$ cat config.mk
export PLATFORM = sky130hd
export DESIGN_NAME = pixel_fetch_ctrl_flat
export DESIGN_NICKNAME = d
export VERILOG_FILES = /design/src/rtl/pixel_fetch_if.sv /design/src/rtl/pixel_fetch_ctrl.sv /design/src/flat_wrapper.sv
export SDC_FILE = /design/constraint.sdc
export NUM_CORES = 1
export LEC_CHECK = 0
export ABC_AREA = 1
export BUFFER_PORTS_ARGS = -buffer_cell sky130_fd_sc_hd__buf_4
export CAP_MARGIN = 20
export CORE_ASPECT_RATIO = 0.75
export CORE_MARGIN = 2
export CORE_UTILIZATION = 61
export DETAILED_ROUTE_END_ITERATION = 8
export HOLD_SLACK_MARGIN = 0.06
export PLACE_DENSITY_LB_ADDON = 0.25
export SLEW_MARGIN = 15
export SYNTH_ARGS = -nofsm -noshare
export SYNTH_HDL_FRONTEND = slang
export SYNTH_SLANG_ARGS = --single-unit
$ cat constraint.sdc
create_clock -name clk -period 3 [get_ports clk]
set_input_delay 0.75 -clock clk [delete_from_list [all_inputs] [get_ports clk]]
set_output_delay 0.75 -clock clk [all_outputs]
set_load 0.05 [all_outputs]
$ cat src/rtl/pixel_fetch_if.sv
// Frame-request, BRAM-read and concat-stage signal bundle for pixel_fetch_ctrl.
// master: frame control / concat side; slave: the fetch sequencer.
//   start/abort/hold/base_addr/pix_num : frame request and flow control
//   bram_en/bram_addr                  : BRAM read port
//   cat_rst/cat_ival/cat_oval/cat_ostall/pix_keep : concat stage control
//   busy/done/err                      : status
interface pixel_fetch_if #(
    parameter int ADDR_W = 16,
    parameter int CNT_W  = 16
);
    logic              start;
    logic              abort;
    logic              hold;
    logic [ADDR_W-1:0] base_addr;
    logic [CNT_W-1:0]  pix_num;
    logic              bram_en;
    logic [ADDR_W-1:0] bram_addr;
    logic              cat_rst;
    logic              cat_ival;
    logic              cat_oval;
    logic              cat_ostall;
    logic              pix_keep;
    logic              busy;
    logic              done;
    logic              err;

    modport master (
        output start, abort, hold, base_addr, pix_num,
        output cat_oval, cat_ostall,
        input  bram_en, bram_addr, cat_rst, cat_ival,
        input  pix_keep, busy, done, err
    );

    modport slave (
        input  start, abort, hold, base_addr, pix_num,
        input  cat_oval, cat_ostall,
        output bram_en, bram_addr, cat_rst, cat_ival,
        output pix_keep, busy, done, err
    );
endinterface

$ cat src/rtl/pixel_fetch_ctrl.sv
// BRAM read sequencer for the 32->24 bit pixel concat stage.
// Ports: clk, rst (sync, active-low), bus (pixel_fetch_if.slave: frame
// request, BRAM read port, concat control, busy/done/err status).
module pixel_fetch_ctrl #(
    parameter int ADDR_W = 16,
    parameter int CNT_W  = 16
) (
    input  logic          clk,
    input  logic          rst,
    pixel_fetch_if.slave  bus
);

    localparam int WW = CNT_W + 2;

    typedef enum logic [1:0] {
        IDLE,
        FETCH,
        DRAIN,
        ABORT
    } state_t;

    state_t            state;
    logic [ADDR_W-1:0] base_q;
    logic [CNT_W-1:0]  num_q;
    logic [CNT_W-1:0]  pix_cnt;
    logic [WW-1:0]     words_q;
    logic [WW-1:0]     word_idx;
    logic [WW-1:0]     words_c;
    logic [1:0]        grp_cnt;
    logic [1:0]        en_grp;
    logic [1:0]        ival_grp;
    logic              owe;
    logic              bram_en_q;
    logic [ADDR_W-1:0] bram_addr_q;
    logic              ival_q;
    logic              cat_rst_q;
    logic              busy_q;
    logic              done_q;
    logic              err_q;
    logic              in_frame;
    logic              keep_c;
    logic              last_pix;
    logic              can_issue;
    logic              stall_bad;

    // Three words carry four 24-bit pixels.
    assign words_c = (WW'(bus.pix_num) * WW'(3) + WW'(3)) >> 2;

    assign in_frame = (state == FETCH) || (state == DRAIN);
    assign keep_c   = rst && in_frame && bus.cat_oval &&
                      (pix_cnt < num_q);
    assign last_pix = keep_c && ((pix_cnt + CNT_W'(1)) == num_q);

    // owe marks the bubble after word 3k+2; a hold cycle also pays it.
    assign can_issue = (state == FETCH) && !bus.abort && !bus.hold &&
                       !owe && (word_idx < words_q);

    // Concat may only stall while it holds word 3k+2.
    assign stall_bad = bus.cat_ostall && (!ival_q || (ival_grp != 2'd2));

    always_ff @(posedge clk) begin
        if (!rst) begin
            state       <= IDLE;
            base_q      <= '0;
            num_q       <= '0;
            words_q     <= '0;
            word_idx    <= '0;
            grp_cnt     <= '0;
            en_grp      <= '0;
            ival_grp    <= '0;
            owe         <= 1'b0;
            pix_cnt     <= '0;
            bram_en_q   <= 1'b0;
            bram_addr_q <= '0;
            ival_q      <= 1'b0;
            cat_rst_q   <= 1'b0;
            busy_q      <= 1'b0;
            done_q      <= 1'b0;
            err_q       <= 1'b0;
        end else begin
            bram_en_q <= 1'b0;
            done_q    <= 1'b0;
            cat_rst_q <= 1'b0;
            ival_q    <= bram_en_q;
            ival_grp  <= en_grp;

            if (stall_bad) begin
                err_q <= 1'b1;
            end

            if (can_issue) begin
                bram_en_q   <= 1'b1;
                bram_addr_q <= base_q + ADDR_W'(word_idx);
                en_grp      <= grp_cnt;
                word_idx    <= word_idx + WW'(1);
                grp_cnt     <= (grp_cnt == 2'd2) ? 2'd0 : grp_cnt + 2'd1;
                owe         <= (grp_cnt == 2'd2);
            end else begin
                owe <= 1'b0;
            end

            if (keep_c) begin
                pix_cnt <= pix_cnt + CNT_W'(1);
            end

            unique case (state)
                IDLE: begin
                    if (bus.start) begin
                        if (bus.pix_num == '0) begin
                            done_q <= 1'b1;
                        end else begin
                            state     <= FETCH;
                            busy_q    <= 1'b1;
                            cat_rst_q <= 1'b1;
                            base_q    <= bus.base_addr;
                            num_q     <= bus.pix_num;
                            words_q   <= words_c;
                            pix_cnt   <= '0;
                            owe       <= 1'b0;
                            // Word 0 goes out in the first busy cycle.
                            if (!bus.hold) begin
                                bram_en_q   <= 1'b1;
                                bram_addr_q <= bus.base_addr;
                                en_grp      <= 2'd0;
                                word_idx    <= WW'(1);
                                grp_cnt     <= 2'd1;
                            end else begin
                                word_idx <= '0;
                                grp_cnt  <= 2'd0;
                            end
                        end
                    end
                end
                FETCH: begin
                    if (bus.abort) begin
                        state <= ABORT;
                    end else if (word_idx == words_q) begin
                        state <= DRAIN;
                    end
                end
                DRAIN: begin
                    if (bus.abort) begin
                        state <= ABORT;
                    end
                end
                ABORT: begin
                    // In-flight word has landed; flush concat.
                    state     <= IDLE;
                    busy_q    <= 1'b0;
                    cat_rst_q <= 1'b1;
                end
                default: begin
                    state <= IDLE;
                end
            endcase

            if (last_pix) begin
                done_q <= 1'b1;
                busy_q <= 1'b0;
                state  <= IDLE;
            end
        end
    end

    assign bus.bram_en   = bram_en_q;
    assign bus.bram_addr = bram_addr_q;
    assign bus.cat_rst   = cat_rst_q | ~rst;
    assign bus.cat_ival  = ival_q;
    assign bus.pix_keep  = keep_c;
    assign bus.busy      = busy_q;
    assign bus.done      = done_q;
    assign bus.err       = err_q;

endmodule

$ cat src/flat_wrapper.sv
// flat-port wrapper written by rule: the top's interface ports become plain ports
module pixel_fetch_ctrl_flat 
#(
    parameter int ADDR_W = 16,
    parameter int CNT_W  = 16
)
  (clk, rst, bus_start, bus_abort, bus_hold, bus_base_addr, bus_pix_num, bus_cat_oval, bus_cat_ostall, bus_bram_en, bus_bram_addr, bus_cat_rst, bus_cat_ival, bus_pix_keep, bus_busy, bus_done, bus_err);
  pixel_fetch_if #(.ADDR_W(ADDR_W), .CNT_W(CNT_W)) bus_i ();
  input  logic clk;
  input  logic rst;
  input wire logic [$bits(bus_i.start)-1:0] bus_start;
  input wire logic [$bits(bus_i.abort)-1:0] bus_abort;
  input wire logic [$bits(bus_i.hold)-1:0] bus_hold;
  input wire logic [$bits(bus_i.base_addr)-1:0] bus_base_addr;
  input wire logic [$bits(bus_i.pix_num)-1:0] bus_pix_num;
  input wire logic [$bits(bus_i.cat_oval)-1:0] bus_cat_oval;
  input wire logic [$bits(bus_i.cat_ostall)-1:0] bus_cat_ostall;
  output wire logic [$bits(bus_i.bram_en)-1:0] bus_bram_en;
  output wire logic [$bits(bus_i.bram_addr)-1:0] bus_bram_addr;
  output wire logic [$bits(bus_i.cat_rst)-1:0] bus_cat_rst;
  output wire logic [$bits(bus_i.cat_ival)-1:0] bus_cat_ival;
  output wire logic [$bits(bus_i.pix_keep)-1:0] bus_pix_keep;
  output wire logic [$bits(bus_i.busy)-1:0] bus_busy;
  output wire logic [$bits(bus_i.done)-1:0] bus_done;
  output wire logic [$bits(bus_i.err)-1:0] bus_err;
  assign bus_i.start = bus_start;
  assign bus_i.abort = bus_abort;
  assign bus_i.hold = bus_hold;
  assign bus_i.base_addr = bus_base_addr;
  assign bus_i.pix_num = bus_pix_num;
  assign bus_i.cat_oval = bus_cat_oval;
  assign bus_i.cat_ostall = bus_cat_ostall;
  assign bus_bram_en = bus_i.bram_en;
  assign bus_bram_addr = bus_i.bram_addr;
  assign bus_cat_rst = bus_i.cat_rst;
  assign bus_cat_ival = bus_i.cat_ival;
  assign bus_pix_keep = bus_i.pix_keep;
  assign bus_busy = bus_i.busy;
  assign bus_done = bus_i.done;
  assign bus_err = bus_i.err;
  pixel_fetch_ctrl #(.ADDR_W(ADDR_W), .CNT_W(CNT_W)) u_core (.clk(clk), .rst(rst), .bus(bus_i));
endmodule
==> key figures <==
Critical path
  • Setup CP Type: reg2out
  • Crit-path most repeated cell: nand2_1
  • Crit path launch type: register
  • Worst EP arrival: 2.11 ns
  • CP max FO: 7
  • CP endpoint kind: primary output
  • Largest stage delay, worst path: 0.47 ns
  • CP max-delay cell: dfxtp_1
  • CP delay by family, top: flip-flops
  • Critical path, cell by cell: inv_2, ha_1, inv_1, a21oi_1, o21ai_0, nand2_1, nand2_1, nand2_1, nand2_1, nor2_2, buf_4
  • Worst path bufs/invs: 3
  • Worst Path Required: 2.25 ns

Synth
  • Avg Cell Area, Syn: 6.99 sq um
  • Post-synth EDFFs: 0
  • FF+latch count, synth: 113
  • Ys flop type: dfxtp_1
  • Synth warn: 0
  • Seq/Total Area, Yosys: 28.6%
  • Post-Synthesis Cells: 1131
  • Cell area after synthesis: 7910 sq um
  • Post-synthesis async set-or-reset flop share: 0%
  • Synthesized net count: 1261
  • Yosys cell types: 48

Floorplan
  • Die width: 135 microns
  • DIE HEIGHT: 103 microns
  • Io pins: 62
  • Rows: 35
  • Die area: 13900 sq um
  • Core Box Area: 12500 sq um
  • Initial Util: 63.4%

Placement
  • Placed cell count: 1342
  • Detailed placement HPWL: 15.6 mm
  • Final Wtd Congestion: 0.948
  • PortBufs: 61

Drt
  • Met2 routed WL: 8.89 mm
  • Post-Route WL: 21.4 mm
  • Post-DRT Antenna Nets: 0
  • DRC Markers: 0
  • Starting DRT DRC Count: 725
  • DRT met1 WL: 10.1 mm
  • Vias per std cell: 5.72
  • Highest Signal Layer: met4
  • Wire per inst: 15.6 microns
  • WL met3: 1.93 mm
  • Via count: 7847
  • Router iterations before antenna repair: 6

Clocking
  • Clock Latency Late Sink: 0.42 ns
  • Clock Tree Buf Depth: 2
  • CTS Buf Count: 17
  • CTS Sinks: 113
  • Worst-path clk slew: 0.06 ns
  • CTS tree: done
  • Post-CTS Hold Fix Bufs: 0
  • Total number of H-tree levels: 4
  • Clock root buffer master: clkbuf_16

STA
  • Setup violators final: 0
  • Least-Margin Pin Slew: 0.504 ns
  • Min Hold Slack: 0.436 ns
  • Worst relative slew slack: 66.1%
  • Final worst path period share: 95.2%
  • RSZ-0062 raised after global routing: no
  • Setup TNS: 0 ns
  • Max Clock Skew: 0.00839 ns
  • FMAX: 0.350 GHz
  • Minimum clock period: 2.86 ns
  • Final slew viol count: 0
  • Hold Violations, Final: 0

Finish
  • Cell Count, Final, Fillers Out: 1373
  • ANT cells: 0
  • Share of layout cells above drive strength 1: 11.7%
  • Commonest non-fill, non-tap cell in the layout: nand2_1
  • Synth-to-Final Area Change: 15.6%
  • Nets: 1325
  • Most frequent cells in the layout: 229 x nand2_1, 164 x inv_1, 112 x a21oi_1, 112 x dfxtp_1, 90 x ha_1

GRT
  • Grt ovf: 0
  • Initial antenna violation count: 0
  • Largest net degree at the start of global routing: 48
  • Vias in the first global route: 7148
  • First-pass GRT wire length: 35.1 mm
  • GRT Overall Usage: 32.1%

Run
  • Max-cap violations: 0

Status
  • Outcome: finished, final reports clean

Power
  • P per Cell Area: 715 nW/um^2
  • Maximum vdd drop: 0.521 mV
  • Pleak: 0.00449 uW

Hold path
  • HP Class: reg2reg
## state kept, by name, indices dropped and copies added, names as in the netlist
register / count
u_core.words_q: 16
u_core.bus.bram_en: 1
u_core.num_q: 16
u_core.pix_cnt: 16
u_core.en_grp: 2
u_core.owe: 1
u_core.grp_cnt: 2
u_core.state: 2
u_core.cat_rst_q: 1
u_core.ival_grp: 2
u_core.bus.cat_ival: 1
u_core.bus.busy: 1
u_core.bus.err: 1
u_core.base_q: 16
u_core.bus.done: 1
u_core.word_idx: 18
u_core.bus.bram_addr: 16
## cell families after synthesis
group                    after synthesis  synth area share, %
flip-flops                           113                 28.6
XOR/XNOR                              42                 5.36
adder cells (fa/ha/maj)               91                 14.5
buffers and inverters                196                 9.81
AO/OA/AOI/OAI                        250                 17.2
AND/OR/NAND/NOR                      439                 24.6
## per-stage QoR
stage	utilization [%]	power (uW)	instance area (sq um)	worst slack [ns]
floorplan	-	3760	7910	0.477
global placement	68.4	4340	8530	0.213
detailed placement	68.4	4380	8530	0.128
CTS	73.2	6500	9140	0.0978
global route	73.2	6930	9140	0.00572
finish	73.2	6530	9140	0.144
## tightest hold or removal path, stage by stage, from the launching register on
cell     delay [ns]
dfxtp_1        0.31
inv_1          0.05
nor2_1         0.03
## area by class of cell
type	instances	area, sq um
multi-input cells	822	4870
fillers	994	3340
flip-flops and latches	113	2260
inverters	168	631
repair buffers	73	561
clock buffers	22	474
well taps	166	208
clock inverters	9	131
## what timing repair did
| action | in CTS | in global routing |
|---|---|---|
| endpoints found under the setup margin | 0 | 1 |
| setup buffers | 0 | 0 |
| resized for setup | 0 | 1 |
## per-layer routing
| metal | global-route usage, % | vias up |
|---|---|---|
| met5 | 0 | - |
| met4 | 11.0 | 0 |
| met3 | 6.44 | 53 |
| met2 | 48.3 | 368 |
| met1 | 46.3 | 3557 |
| li1 | - | 3869 |
## report_power, final
part	internal [uW]	switching, uW	total [uW]
combinational	835	1600	2440
sequential	1800	198	2000
clock	1360	728	2090
total	4000	2530	6530
## synth_stat cells (2+ instances only)
cell type	count	area (sq um)
nand3_1	68	340
nor4_1	3	18.8
nor2_2	9	56.3
buf_4	2	15.0
nand2_1	229	860
xnor2_1	7	61.3
clkbuf_1	15	56.3
nand4_1	15	93.8
o22ai_1	2	12.5
nand3b_1	4	30.0
o21bai_2	2	22.5
nand4_4	2	42.5
o21ai_1	9	45.0
inv_1	164	616
xor2_1	31	272
nor3_1	11	55.1
dfxtp_1	113	2260
ha_1	90	1130
nor2_1	82	308
buf_2	8	40.0
a21oi_1	112	561
a21oi_2	2	17.5
a21o_1	3	22.5
o211ai_1	7	52.6
o21ai_0	89	445
inv_2	4	15.0
o21bai_1	7	52.6
or2_2	2	12.5
nand2_2	7	43.8
a31oi_1	9	56.3
xnor3_1	3	67.6
buf_6	3	33.8
nor3_2	2	20.0
## final timing paths
| path | start | endpoint | cells after the start | slack (ns) |
|---|---|---|---|---|
| max reg2reg | u_core.word_idx[0] | u_core.bus.bram_addr[12] | 9 | 0.48 |
| max | u_core.pix_cnt[0] | bus_pix_keep | 11 | 0.14 |
| min reg2reg | u_core.word_idx[17] | u_core.word_idx[17] | 2 | 0.44 |
| min | u_core.word_idx[17] | u_core.word_idx[17] | 2 | 0.44 |
Power figures use the tool's default switching activity.
